<file path="config.mk">
export PLATFORM = sky130hd
export DESIGN_NAME = issue_ctrl
export DESIGN_NICKNAME = d
export VERILOG_FILES = /design/src/rtl/issue_ctrl.sv
export SDC_FILE = /design/constraint.sdc
export NUM_CORES = 1
export LEC_CHECK = 0
export ABC_AREA = 0
export CORE_MARGIN = 5
export CORE_UTILIZATION = 26
export DETAILED_ROUTE_END_ITERATION = 10
export PLACE_DENSITY_LB_ADDON = 0.25
export RECOVER_POWER = 100
export SYNTH_ARGS = -nofsm -noshare
export SYNTH_HDL_FRONTEND = slang
export SYNTH_SLANG_ARGS = --single-unit
export TNS_END_PERCENT = 1
</file>
<file path="constraint.sdc">
create_clock -name clk -period 20.1 [get_ports clk]
set_input_delay 4.02 -clock clk [delete_from_list [all_inputs] [get_ports clk]]
set_output_delay 4.02 -clock clk [all_outputs]
set_load 0.03 [all_outputs]
</file>
<file path="src/rtl/issue_ctrl.sv">
// IF->ID issue queue: 2**DEPTH_LOG2-entry FIFO; head dispatched when its ROB plus RS/LSB target has room. `define ISSUE_BYPASS_EN for empty-queue bypass.
// Latency: 1 cycle IF->ID minimum (0 cycles with ISSUE_BYPASS_EN and an empty queue).
// Backpressure: if_ready drops when full, flushing, in reset or rdy=0; the head waits while its targets are full.
module issue_ctrl #(
  parameter int DEPTH_LOG2 = 3
) (
  input  logic        clk,
  input  logic        rst,
  input  logic        rdy,
  input  logic        flush,
  input  logic        if_valid,
  input  logic [31:0] if_inst,
  input  logic [31:0] if_pc,
  output logic        if_ready,
  input  logic        rs_full,
  input  logic        lsb_full,
  input  logic        rob_full,
  output logic        id_valid,
  output logic [31:0] id_inst,
  output logic [31:0] id_pc,
  output logic [15:0] stall_cnt
);

  localparam int DEPTH = 1 << DEPTH_LOG2;
  localparam logic [DEPTH_LOG2:0]   CNT_FULL = (DEPTH_LOG2+1)'(DEPTH);
  localparam logic [DEPTH_LOG2:0]   CNT_ONE  = (DEPTH_LOG2+1)'(1);
  localparam logic [DEPTH_LOG2-1:0] PTR_ONE  = DEPTH_LOG2'(1);

  logic [63:0]           mem [DEPTH];
  logic [DEPTH_LOG2-1:0] head, tail;
  logic [DEPTH_LOG2:0]   count;

  logic        active, not_empty, push, pop, wr, byp, sel_vld;
  logic        is_mem, can_disp, stall_inc;
  logic [31:0] sel_inst, sel_pc;
  logic [63:0] head_ent;

  assign active    = rst && rdy && !flush;
  assign not_empty = (count != '0);
  assign if_ready  = active && (count != CNT_FULL);
  assign push      = if_valid && if_ready;
  assign head_ent  = mem[head];

  // Dispatch candidate: the FIFO head, or the incoming fetch when bypassing an empty queue.
  always_comb begin
    sel_vld  = 1'b0;
    byp      = 1'b0;
    sel_inst = 32'd0;
    sel_pc   = 32'd0;
    if (not_empty) begin
      sel_vld  = 1'b1;
      sel_inst = head_ent[31:0];
      sel_pc   = head_ent[63:32];
    end
`ifdef ISSUE_BYPASS_EN
    else if (push) begin
      sel_vld  = 1'b1;
      byp      = 1'b1;
      sel_inst = if_inst;
      sel_pc   = if_pc;
    end
`endif
  end

  assign is_mem    = (sel_inst[6:0] == 7'b0000011) || (sel_inst[6:0] == 7'b0100011);
  assign can_disp  = !rob_full && (is_mem ? !lsb_full : !rs_full);
  assign id_valid  = active && sel_vld && can_disp;
  assign id_inst   = sel_inst;
  assign id_pc     = sel_pc;
  assign pop       = id_valid && !byp;
  assign wr        = push && !(byp && id_valid);
  assign stall_inc = active && not_empty && !can_disp;

  always_ff @(posedge clk) begin
    if (wr) mem[tail] <= {if_pc, if_inst};
  end

  always_ff @(posedge clk) begin
    if (!rst) begin
      head      <= '0;
      tail      <= '0;
      count     <= '0;
      stall_cnt <= 16'd0;
    end else if (rdy) begin
      if (flush) begin
        head  <= '0;
        tail  <= '0;
        count <= '0;
      end else begin
        if (wr)  tail <= tail + PTR_ONE;
        if (pop) head <= head + PTR_ONE;
        case ({wr, pop})
          2'b10:   count <= count + CNT_ONE;
          2'b01:   count <= count - CNT_ONE;
          default: count <= count;
        endcase
      end
      // Flush does not clear the stall statistic.
      if (stall_inc && stall_cnt != 16'hFFFF) stall_cnt <= stall_cnt + 16'd1;
    end
  end

endmodule
</file>
==> impl_metrics.csv <==
group,metric,value,unit
synthesis,syn_area,20940,µm²
sta,period_needed,14.02,ns
sta,fmax,71.32,MHz
routing,detailedRoute.firstPassIterationCount,4,
final_layout,area_delta_synth_final,22.84,%
routing,drt-initial-drc-count,622,
critical_path,cp_common_cell,"clkbuf_1",
critical_path,worstPathMaxFanout,51,
sta,slew_viol_final,648,
die,initial_utilization,0.2612,
routing,postRouteWirelength,49.50,mm
global_routing,grt_util_met1,0.1531,
global_routing,grt_use_met3,0.02415,
die,ios,154,
cts,clk_pin_slew_worst_paths,0.07,ns
cts,htreeDepth,2,
synthesis,synthArstFlopShare,0,
final_layout,layout_commonest_cell,"edfxtp_1",
synthesis,synthDistinctLibCells,55,
cts,post_cts_buffers,0,
sta,fin_setup_tns,0,ns
placed_design,dpl.hpwl,27.73,mm
critical_path,crit_path_cell_trace,"clkbuf_1 -> clkbuf_1 -> mux4_1 -> mux2i_1 -> nand4_2 -> o41ai_4 -> nand2_1 -> inv_1 -> clkdlybuf4s50_1",
synthesis,postSynthCellCount,994,
final_layout,multi_input_area,4736,µm²
power,p_sw_frac,0.1989,
placed_design,place_congestion,0.7158,
global_routing,antenna_found_initial,19,
power,p_leak,0.007974,µW
final_layout,ff_latch_area,15960,µm²
power,p_int,1922,µW
power,p_clk_frac,0.461,
cts,cts_hold_buf,0,
global_routing,grt_pass1_wl,73.02,mm
die,fp.dieArea,86320,µm²
critical_path,required,16.08,ns
critical_path,end_kind,"primary output",
routing,drc_errors,0,
cts,insertion_delay,0.64,ns
power,ir_drop,0.00007344,V
synthesis,yosysSeqAreaShare,0.7620,
sta,max_slew_margin,-1.795,
cts,ctsResizeCount,0,
sta,max_slew.worst_pin.slew,4.193,ns
sta,period_share,0.6975,
power,p_seq_frac,0.516,
global_routing,grt_max_degree,54,
cts,numCtsBuffers,57,
critical_path,crit_slowest_cell,"clkbuf_1",
power,pwr-share-comb,0.024,
sta,grt_setup_unrepaired,"no",
power,p_per_area,93.29,nW/µm²
die,die-width,293.8,µm
run_status,violations,"max-capacitance violations, max-slew violations",
critical_path,path_class,"reg -> out",
global_routing,use_met2,0.1869,
synthesis,synth-edff-count,512,
die,core,80160,µm²
routing,drtAntennaViolNets,0,
global_routing,grt_pass1_vias,10951,
routing,vias,10142,
final_layout,fin_nets,1261,
synthesis,yosysWarnings,0,
sta,final_hold_viol_count,0,
routing,wl_per_cell,21.57,µm
global_routing,busiest_layer,"met2",
routing,vias_per_cell,4.419,
global_routing,track_usage,0.1130,
critical_path,critPathLaunchType,"flop",
die,num_rows,104,
global_routing,grt.overflow.total,0,
critical_path,critical_path.top_delay_family,"buffers and inverters",
run_status,status,"finished, violations left",
cts,cts_num_sinks,541,
final_layout,drive_gt1_frac,0.1787,
die,die_h,293.8,µm
critical_path,arrival,10.00,ns
placed_design,place_ws,9.508,ns
cts,clk_path_buf_depth,3,
critical_path,max_stage_delay,2.55,ns
synthesis,synth-seq-cells,541,
sta,fin_skew,0.04353,ns
power,p_sw,477.3,µW
synthesis,synth-main-ff-cell,"edfxtp_1",
final_layout,final_cell_mix,"512 x edfxtp_1, 143 x dlygate4sd3_1, 121 x mux4_2, 78 x nor2_1, 73 x mux2i_1",
hold_path,hold_class,"reg -> reg",
final_layout,n_fill_cell,7813,
sta,setup_viol,0,
cts,cts_tree,"yes",
placed_design,numPortBuffers,153,
sta,timing.final.ws_setup,6.079,ns
synthesis,synth_fp_nets,1072,
synthesis,syn_area_per_cell,21.07,µm²
flow_run,drv_cap,19,
cts,clockRootBuffer,"clkbuf_16",
critical_path,path_buf_inv,4,
[Yosys cell counts, types with 2 or more instances]
library cell    n  share of area
nand2b_1        6         0.0018
nor3_1          5         0.0012
xnor2_1         4         0.0017
a211o_1         2        0.00084
nand3_1         7         0.0017
buf_2           4        0.00096
buf_1          18         0.0032
a21o_1          3         0.0011
nor2_1         78          0.014
and4_1          3         0.0013
nand2_1        26         0.0047
edfxtp_1      512           0.73
a211oi_1        2        0.00072
nor3b_1         4         0.0014
mux2i_1        73          0.035
dfxtp_1        29          0.028
a21oi_1         7         0.0017
nand4_1         6         0.0018
mux4_1          7         0.0088
buf_6           2         0.0011
a311oi_1        2        0.00084
o21ai_0         2        0.00048
ha_1            5         0.0030
xor2_1          3         0.0013
inv_1           9         0.0016
clkbuf_1       22         0.0039
mux4_2        121           0.13
and3_1          2        0.00060
a31oi_1         4         0.0012
[power groups by stage]
stage | Combinational [µW] | Sequential [µW] | Clock, µW
5_1_grt | 61.8 | 1240 | 1190
2_1_floorplan | 21.3 | 1260 | 0
3_5_place_dp | 61.9 | 1260 | 0
6_report | 56.5 | 1240 | 1110
4_1_cts | 62.2 | 1240 | 1140
3_3_place_gp | 60.4 | 1260 | 0
[path summary, 6_finish.rpt]
| kind | endpoint | cells past startpoint | slack (ns) | startpoint |
|---|---|---|---|---|
| hold / removal | stall_cnt[10]$_SDFFE_PN0P_ | 1 | 0.49 | stall_cnt[10]$_SDFFE_PN0P_ |
| setup reg to reg | count[3]$_SDFFE_PN0P_ | 15 | 9.90 | flop |
| hold reg to reg | stall_cnt[10]$_SDFFE_PN0P_ | 1 | 0.49 | stall_cnt[10]$_SDFFE_PN0P_ |
| setup / recovery | id_valid | 9 | 6.08 | flop |
[through the flow]
stage / hold WS [ns] / utilization / std cells / power [µW] / instance area, µm²
after global routing: 0.5207 / 0.3208 / 2292 / 2487 / 25710
final: 0.4883 / 0.3209 / 2295 / 2400 / 25720
after detailed placement: 0.4796 / 0.2974 / 2184 / 1324 / 23840
after floorplan: 0.4732 / - / 994 / 1284 / 20940
after global placement: 0.4699 / 0.2974 / 2184 / 1322 / 23840
after CTS: 0.4949 / 0.3224 / 2291 / 2441 / 25850
[cells by family (layout without fill, tap and decap cells)]
family          count (synthesis)  count (layout)  synth area share
xor+xnor                        7               7          0.002928
fa+ha+maj                       6               6          0.003944
buf+inv                        57             294           0.01135
flops                         541             541            0.7620
mux                           202             202            0.1745
other cells                     0               4                 0
compound gates                 33              33           0.01261
simple gates                  148             148           0.03274
[flip-flops by register name (all words and copies together) (netlist names), named ones only]
signal and cells:
stall_cnt 16, tail 3, mem 512, head 3, count 4
[metal layers]
metal | up-vias | part of all wire
met3 | 81 | 0.048
met4 | 6 | 0.020
li1 | 4485 | -
met5 | - | 0.00083
met2 | 210 | 0.48
met1 | 5360 | 0.45
[area by class of cell]
type / count / area share
Inverter: 10 / 0.001459
Tap cell: 1060 / 0.05156
Multi-Input combinational cell: 396 / 0.1841
Clock inverter: 44 / 0.02165
Timing Repair Buffer: 177 / 0.06392
Antenna cell: 4 / 0.0003891
Sequential cell: 541 / 0.6206
Clock buffer: 63 / 0.05633
(Power assumes the default switching activity.)
